**src/rtl/adder_pkg.sv**
```systemverilog
// -----------------------------------------------------------------------------
// adder_pkg
//
// Shared definitions for the pipelined add/subtract unit:
//   - OP_ADD / OP_SUB : encoding of the in_sub control input
//   - chunk_width()   : per-stage chunk width CW = WIDTH / STAGES
//   - cfg_ok()        : legality of a WIDTH/STAGES pair. The top module calls
//                       it at elaboration and stops with $error if it fails.
// -----------------------------------------------------------------------------
package adder_pkg;

    localparam logic OP_ADD = 1'b0;
    localparam logic OP_SUB = 1'b1;

    function automatic int chunk_width(input int width, input int stages);
        return width / stages;
    endfunction

    // STAGES must lie in 1..WIDTH and divide WIDTH exactly, so that every
    // stage handles a chunk of the same width.
    function automatic bit cfg_ok(input int width, input int stages);
        return (stages >= 1) && (stages <= width) && ((width % stages) == 0);
    endfunction

endpackage

```
**src/rtl/adder_chunk.sv**
```systemverilog
// -----------------------------------------------------------------------------
// adder_chunk
//
// Purely combinational CW-bit adder slice. The top module uses one slice per
// pipeline stage.
//
// Ports:
//   a, b          in  CW  chunk operands (for subtraction, b arrives already inverted)
//   cin           in  1   carry into bit 0 of the chunk
//   sum           out CW  chunk result
//   cout          out 1   carry out of the chunk MSB
//   msb_carry_in  out 1   carry into the chunk MSB (used for signed overflow)
// -----------------------------------------------------------------------------
module adder_chunk
    import adder_pkg::*;
#(
    parameter int CW = 8
) (
    input  logic [CW-1:0] a,
    input  logic [CW-1:0] b,
    input  logic          cin,
    output logic [CW-1:0] sum,
    output logic          cout,
    output logic          msb_carry_in
);

    // The sum is one bit wider than a chunk; the extra top bit is the carry out.
    logic [CW:0] full;

    assign full = {1'b0, a} + {1'b0, b} + {{CW{1'b0}}, cin};
    assign sum  = full[CW-1:0];
    assign cout = full[CW];

    // The sum bit at the MSB is a ^ b ^ carry_in, so the carry into the MSB
    // can be recovered from it. This holds for every CW, including CW = 1.
    assign msb_carry_in = sum[CW-1] ^ a[CW-1] ^ b[CW-1];

endmodule

```
**src/rtl/pipelined_adder.sv**
```systemverilog
// -----------------------------------------------------------------------------
// pipelined_adder
//
// WIDTH-bit add/subtract unit with a valid/ready handshake. The unit is split
// into STAGES carry-registered chunks of CW = WIDTH/STAGES bits. Stage k adds
// chunk k and registers the partial result together with the carry. It accepts
// one operation per cycle, and backpressure stalls the pipeline without losing
// data. Empty stages (bubbles) are refilled so that no gap is kept in the pipe.
//
// Ports:
//   clk        in  1      rising-edge clock
//   rst        in  1      asynchronous, active-high reset
//   in_valid   in  1      operands present
//   in_ready   out 1      block can accept this cycle
//   in_a       in  WIDTH  operand A
//   in_b       in  WIDTH  operand B
//   in_cin     in  1      carry-in (add) / borrow-in (sub)
//   in_sub     in  1      OP_ADD: A+B+cin, OP_SUB: A-B-cin
//   out_valid  out 1      result present
//   out_ready  in  1      consumer accepts this cycle
//   out_sum    out WIDTH  result modulo 2^WIDTH
//   out_cout   out 1      raw carry out of the MSB (sub: 1 = no borrow)
//   out_ovf    out 1      signed overflow. It is 0 unless PIPELINED_ADDER_OVF_EN is defined.
//
// Build option:
//   PIPELINED_ADDER_OVF_EN - when defined, out_ovf is registered as
//   carry-into-MSB XOR carry-out-of-MSB of the final chunk. When undefined,
//   out_ovf is tied to 0 and the overflow logic is left out.
//
// The outputs come straight from the last stage register, so there is no
// combinational path from in_* to out_*. There is, however, a combinational
// path from out_ready through the per-stage advance chain to in_ready.
// -----------------------------------------------------------------------------
module pipelined_adder
    import adder_pkg::*;
#(
    parameter int WIDTH  = 32,
    parameter int STAGES = 4
) (
    input  logic             clk,
    input  logic             rst,
    input  logic             in_valid,
    output logic             in_ready,
    input  logic [WIDTH-1:0] in_a,
    input  logic [WIDTH-1:0] in_b,
    input  logic             in_cin,
    input  logic             in_sub,
    output logic             out_valid,
    input  logic             out_ready,
    output logic [WIDTH-1:0] out_sum,
    output logic             out_cout,
    output logic             out_ovf
);

    localparam int CW = chunk_width(WIDTH, STAGES);

    if (!cfg_ok(WIDTH, STAGES)) begin : g_bad_cfg
        $error("pipelined_adder: WIDTH must be a multiple of STAGES, with 1 <= STAGES <= WIDTH");
    end

    // Contents of one stage register. The low chunks of acc already hold
    // result bits; its high chunks still hold operand A. Field b holds
    // operand B, already inverted for subtraction.
    typedef struct packed {
        logic             valid;
        logic [WIDTH-1:0] acc;
        logic [WIDTH-1:0] b;
        logic             carry;
    } stage_t;

    stage_t stage_q [STAGES];   // stage registers
    stage_t src     [STAGES];   // what feeds each stage's chunk adder
    stage_t nxt     [STAGES];   // value each stage loads when it advances

    logic [STAGES-1:0]         adv;
    logic [STAGES-1:0][CW-1:0] chunk_sum;
    logic [STAGES-1:0]         chunk_cout;
    logic [STAGES-1:0]         msb_cin;

    // A stage advances if it is empty or if the stage after it moves on. The
    // last stage moves on when out_ready is high, so out_ready feeds
    // combinationally into in_ready through this chain.
    always_comb begin
        // NOTE: every always_comb output gets a default first, so no path
        // leaves it unassigned and no latch is inferred.
        adv = '0;
        adv[STAGES-1] = !stage_q[STAGES-1].valid || out_ready;
        for (int k = STAGES - 2; k >= 0; k--) begin
            adv[k] = !stage_q[k].valid || adv[k+1];
        end
    end

    assign in_ready = adv[0];

    // Stage 0 is fed from the input port. For subtraction, A - B - cin is
    // computed as A + ~B + ~cin. Every other stage is fed from the register
    // of the stage before it.
    always_comb begin
        for (int k = 0; k < STAGES; k++) begin
            src[k] = '0;
        end
        src[0].valid = in_valid;
        src[0].acc   = in_a;
        src[0].b     = (in_sub == OP_SUB) ? ~in_b   : in_b;
        src[0].carry = (in_sub == OP_SUB) ? ~in_cin : in_cin;
        for (int k = 1; k < STAGES; k++) begin
            src[k] = stage_q[k-1];
        end
    end

    for (genvar k = 0; k < STAGES; k++) begin : g_chunk
        adder_chunk #(
            .CW(CW)
        ) u_chunk (
            .a           (src[k].acc[k*CW +: CW]),
            .b           (src[k].b[k*CW +: CW]),
            .cin         (src[k].carry),
            .sum         (chunk_sum[k]),
            .cout        (chunk_cout[k]),
            .msb_carry_in(msb_cin[k])
        );
    end

    // Each stage overwrites its own chunk of acc with the result bits and
    // passes its carry on to the next stage.
    always_comb begin
        for (int k = 0; k < STAGES; k++) begin
            nxt[k]                   = src[k];
            nxt[k].acc[k*CW +: CW]   = chunk_sum[k];
            nxt[k].carry             = chunk_cout[k];
        end
    end

    always_ff @(posedge clk or posedge rst) begin
        // NOTE: the whole payload is reset, not only the valid bits, because
        // out_sum/out_cout come straight from the last stage and must read 0
        // after reset.
        if (rst) begin
            for (int k = 0; k < STAGES; k++) begin
                stage_q[k] <= '0;
            end
        end else begin
            for (int k = 0; k < STAGES; k++) begin
                // NOTE: state is updated with non-blocking assignments, so every
                // stage reads its neighbour's value from before the edge.
                if (adv[k]) begin
                    stage_q[k] <= nxt[k];
                end
            end
        end
    end

    assign out_valid = stage_q[STAGES-1].valid;
    assign out_sum   = stage_q[STAGES-1].acc;
    assign out_cout  = stage_q[STAGES-1].carry;

`ifdef PIPELINED_ADDER_OVF_EN
    // The overflow flag is computed in the last stage and held alongside the
    // result in that stage's register.
    logic ovf_q;

    always_ff @(posedge clk or posedge rst) begin
        if (rst) begin
            ovf_q <= 1'b0;
        end else if (adv[STAGES-1]) begin
            ovf_q <= chunk_cout[STAGES-1] ^ msb_cin[STAGES-1];
        end
    end

    assign out_ovf = ovf_q;
`else
    assign out_ovf = 1'b0;
`endif

    // These bits have no reader in some builds: the inverted B of the last
    // stage, and the carry into the MSB of chunks other than the last one.
    logic unused_sink;
    assign unused_sink = ^{msb_cin, stage_q[STAGES-1].b};

endmodule
```
**config.mk**
```make
export PLATFORM = sky130hd
export DESIGN_NAME = pipelined_adder
export DESIGN_NICKNAME = d
export VERILOG_FILES = /design/src/rtl/adder_pkg.sv /design/src/rtl/adder_chunk.sv /design/src/rtl/pipelined_adder.sv
export SDC_FILE = /design/constraint.sdc
export NUM_CORES = 1
export LEC_CHECK = 0
export ABC_CLOCK_PERIOD_IN_PS = 18300
export CAP_MARGIN = 25
export CORE_UTILIZATION = 60
export CTS_CLUSTER_DIAMETER = 30
export DETAILED_ROUTE_END_ITERATION = 10
export PLACE_DENSITY_LB_ADDON = 0.12
export RECOVER_POWER = 50
export SYNTH_ARGS = -nofsm -noshare
export SYNTH_HDL_FRONTEND = slang
export SYNTH_SLANG_ARGS = --single-unit
```
**constraint.sdc**
```tcl
create_clock -name clk -period 18.3 [get_ports clk]
set_input_delay 2.745 -clock clk [delete_from_list [all_inputs] [get_ports clk]]
set_output_delay 2.745 -clock clk [all_outputs]
set_load 0.1 [all_outputs]
```
==> out/qor.yml <==
status: "finished with violations"
violations: "capacitance limit, slew limit"
cp.required_ps: 15550
yosys_warnings: 0
syn_to_final_growth_pct: 20.1
clkLatencyLatePin_ps: 430
place.gp.congestion: 0.838
finalWirelength_mm: 16.3
postCtsHoldBufs: 0
h-tree-depth: 4
ys_ff_latch: 184
setup_ws_ps: 7050
r2r_setup_slack_ps: 13410
finalMaxSlewViolations: 237
power_density_mw_per_mm2: 158
placementRows: 42
vias: 5990
drive_gt1_frac: 0.0702
finClkSkew_ps: 8.19
dr.pass1.iters: 5
start_kind: "input pin"
clkSinkCount: 184
synth.area.top_cells: "dfrtp_1 55%, nand2_1 16%, ha_1 4.2%"
setup_viol: 0
core_mm2: 0.0134
drc: 0
worstSetupPathType: "in2out"
dieArea_mm2: 0.0144
grt_pass1_vias: 5776
crit_path_max_fanout: 85
viasPerCell: 5.30
final_area_mm2: 0.0100
syn_area_per_cell_um2: 9.76
post_cts_resized: 0
drtAntennaViolNets: 0
syn_nets: 959
vdd_ir_drop_max_v: 0.0000892
cts_buffer_depth: 2
synth_top_area_cell: "dfrtp_1"
max-cap-violations: 4
synth_cell_type_count: 42
final_hold_viol_count: 0
fin_crit_ps: 11250
async_reset_ff_frac: 1.00
synthesis.area_mm2: 0.00833
tightest_slew_ps: 4300
grt_antenna_before_repair: 0
post-route-period-util: 0.615
synth-seq-area-share: 0.553
io_pins: 106
p_sw_uw: 650
p_int_uw: 934
rsz0062_at_grt: "no"
pwr-share-clk: 0.227
endpoint_kind: "output port"
seq_power_share: 0.375
drt_iter0_drc: 516
cts_setup_buffers: 0
worstHoldPathType: "reg2reg"
die_x_um: 120
clkTransAtPathRegs_ps: 60
yosysTopAreaCellShare: 0.553
p_sw_frac: 0.411
cts_tree: "yes"
place_area_mm2: 0.00942
p_comb_frac: 0.398
holdWs_ps: 467
dp_hpwl_mm: 11.3
pre_cts_ws_ps: 8440
cp.arrival_ps: 8500
grt.overflow.total: 0
cts-buffers-inserted: 17
total_power_uw: 1580
die_h_um: 120
grt_max_degree: 105
grtUsageTotal: 0.246
leakage_uw: 0.00470
fin_tns_setup_ps: 0
portBuffers: 104
n_antenna_cell: 0
wire_per_inst_um: 14.5
final_nets: 1049
synthFlopType: "dfrtp_1"
fmax_mhz: 88.9
grt_pass1_wl_mm: 27.8
start_util: 0.621
clockRootBuffer: "clkbuf_16"
synth_edf_count: 0
syn_inst: 853
slew_headroom: -1.88
## state kept, by name, summed over array words and instances, names as in the netlist
signal / flops
nxt: 123
out_cout: 1
out_sum: 32
out_valid: 1
src: 27
## synth_stat cells (all sizes together), types with 3 or more instances
cell      n
nand2   356
dfrtp   184
o21ai    59
ha       28
xnor2    28
mux2     27
clkbuf   21
buf      19
xor2     17
a21oi    14
nor2     14
a211oi   12
inv      10
fa        8
a21o      7
o21a      7
o31ai     6
nand2b    5
nor3      4
o211ai    4
nor2b     3
o31a      3
## worst max-delay path, stage by stage
cell and delay [ps]:
dlygate4sd3_1 540, nor2b_1 810, and3_1 270, clkbuf_1 1610
and2_4 920, inv_2 470, clkdlybuf4s50_1 1080
## cells by family after synthesis
kind of cell               count (synthesis)  share of synthesized area
AOI/OAI and AO/OA                        117                     0.0852
xor gates and xnor gates                  45                     0.0473
adders and majority gates                 36                     0.0613
buffers and inverters                     50                     0.0312
DFF                                      184                      0.553
muxes                                     27                     0.0365
other                                      1                   0.000450
and+or+nand+nor                          393                      0.185
## layout make-up
cell class              count  area, um2
inverters                  10       38.8
well taps                 176        220
multi-input cells         619       3460
flip-flops and latches    184       4600
repair buffers            111       1090
clock inverters             8       95.1
clock buffers              22        494
fillers                   924       3400
## cells in the final DEF, fill, tap and decap left out, types with 16 or more instances in the layout
cell	n
o21ai_1	16
ha_1	28
nand2_1	356
xnor2_1	28
clkbuf_16	17
xor2_1	17
o21ai_0	43
dfrtp_1	184
clkdlybuf4s50_1	101
mux2_2	27
## power groups by stage
stage / registers [uW] / clock network [uW] / logic [uW]
after floorplan: 839 / 0 / 228
after global placement: 592 / 0 / 613
after detailed placement: 599 / 0 / 628
after CTS: 594 / 365 / 632
after global routing: 608 / 381 / 673
final: 594 / 360 / 630
## through the flow
| stage | utilization | instances |
|---|---|---|
| 6_report | 0.746 | 1130 |
| 5_1_grt | 0.746 | 1130 |
| 2_1_floorplan | - | 853 |
| 4_1_cts | 0.747 | 1128 |
| 3_5_place_dp | 0.703 | 1098 |
| 3_3_place_gp | 0.701 | 1097 |
## path summary, 6_finish.rpt
check                           startpoint  depth (start not counted)    endpoint
max in group asynchronous              rst                          4    nxt[186]
worst max register to register   out_valid                          7    nxt[167]
worst max-delay path             out_ready                          7    in_ready
min in group asynchronous              rst                          2  out_sum[8]
worst min-delay path               nxt[45]                          2     nxt[45]
worst min register to register     nxt[45]                          2     nxt[45]
## metal layers
layer | vias up | wire (um) | global-route usage
met1 | 2857 | 7900 | 0.367
met3 | 20 | 836 | 0.0433
met2 | 172 | 7410 | 0.366
li1 | 2941 | - | -
met5 | - | 0 | 0
met4 | 0 | 202 | 0.0813
No activity file was read; power rests on OpenSTA's default activity.
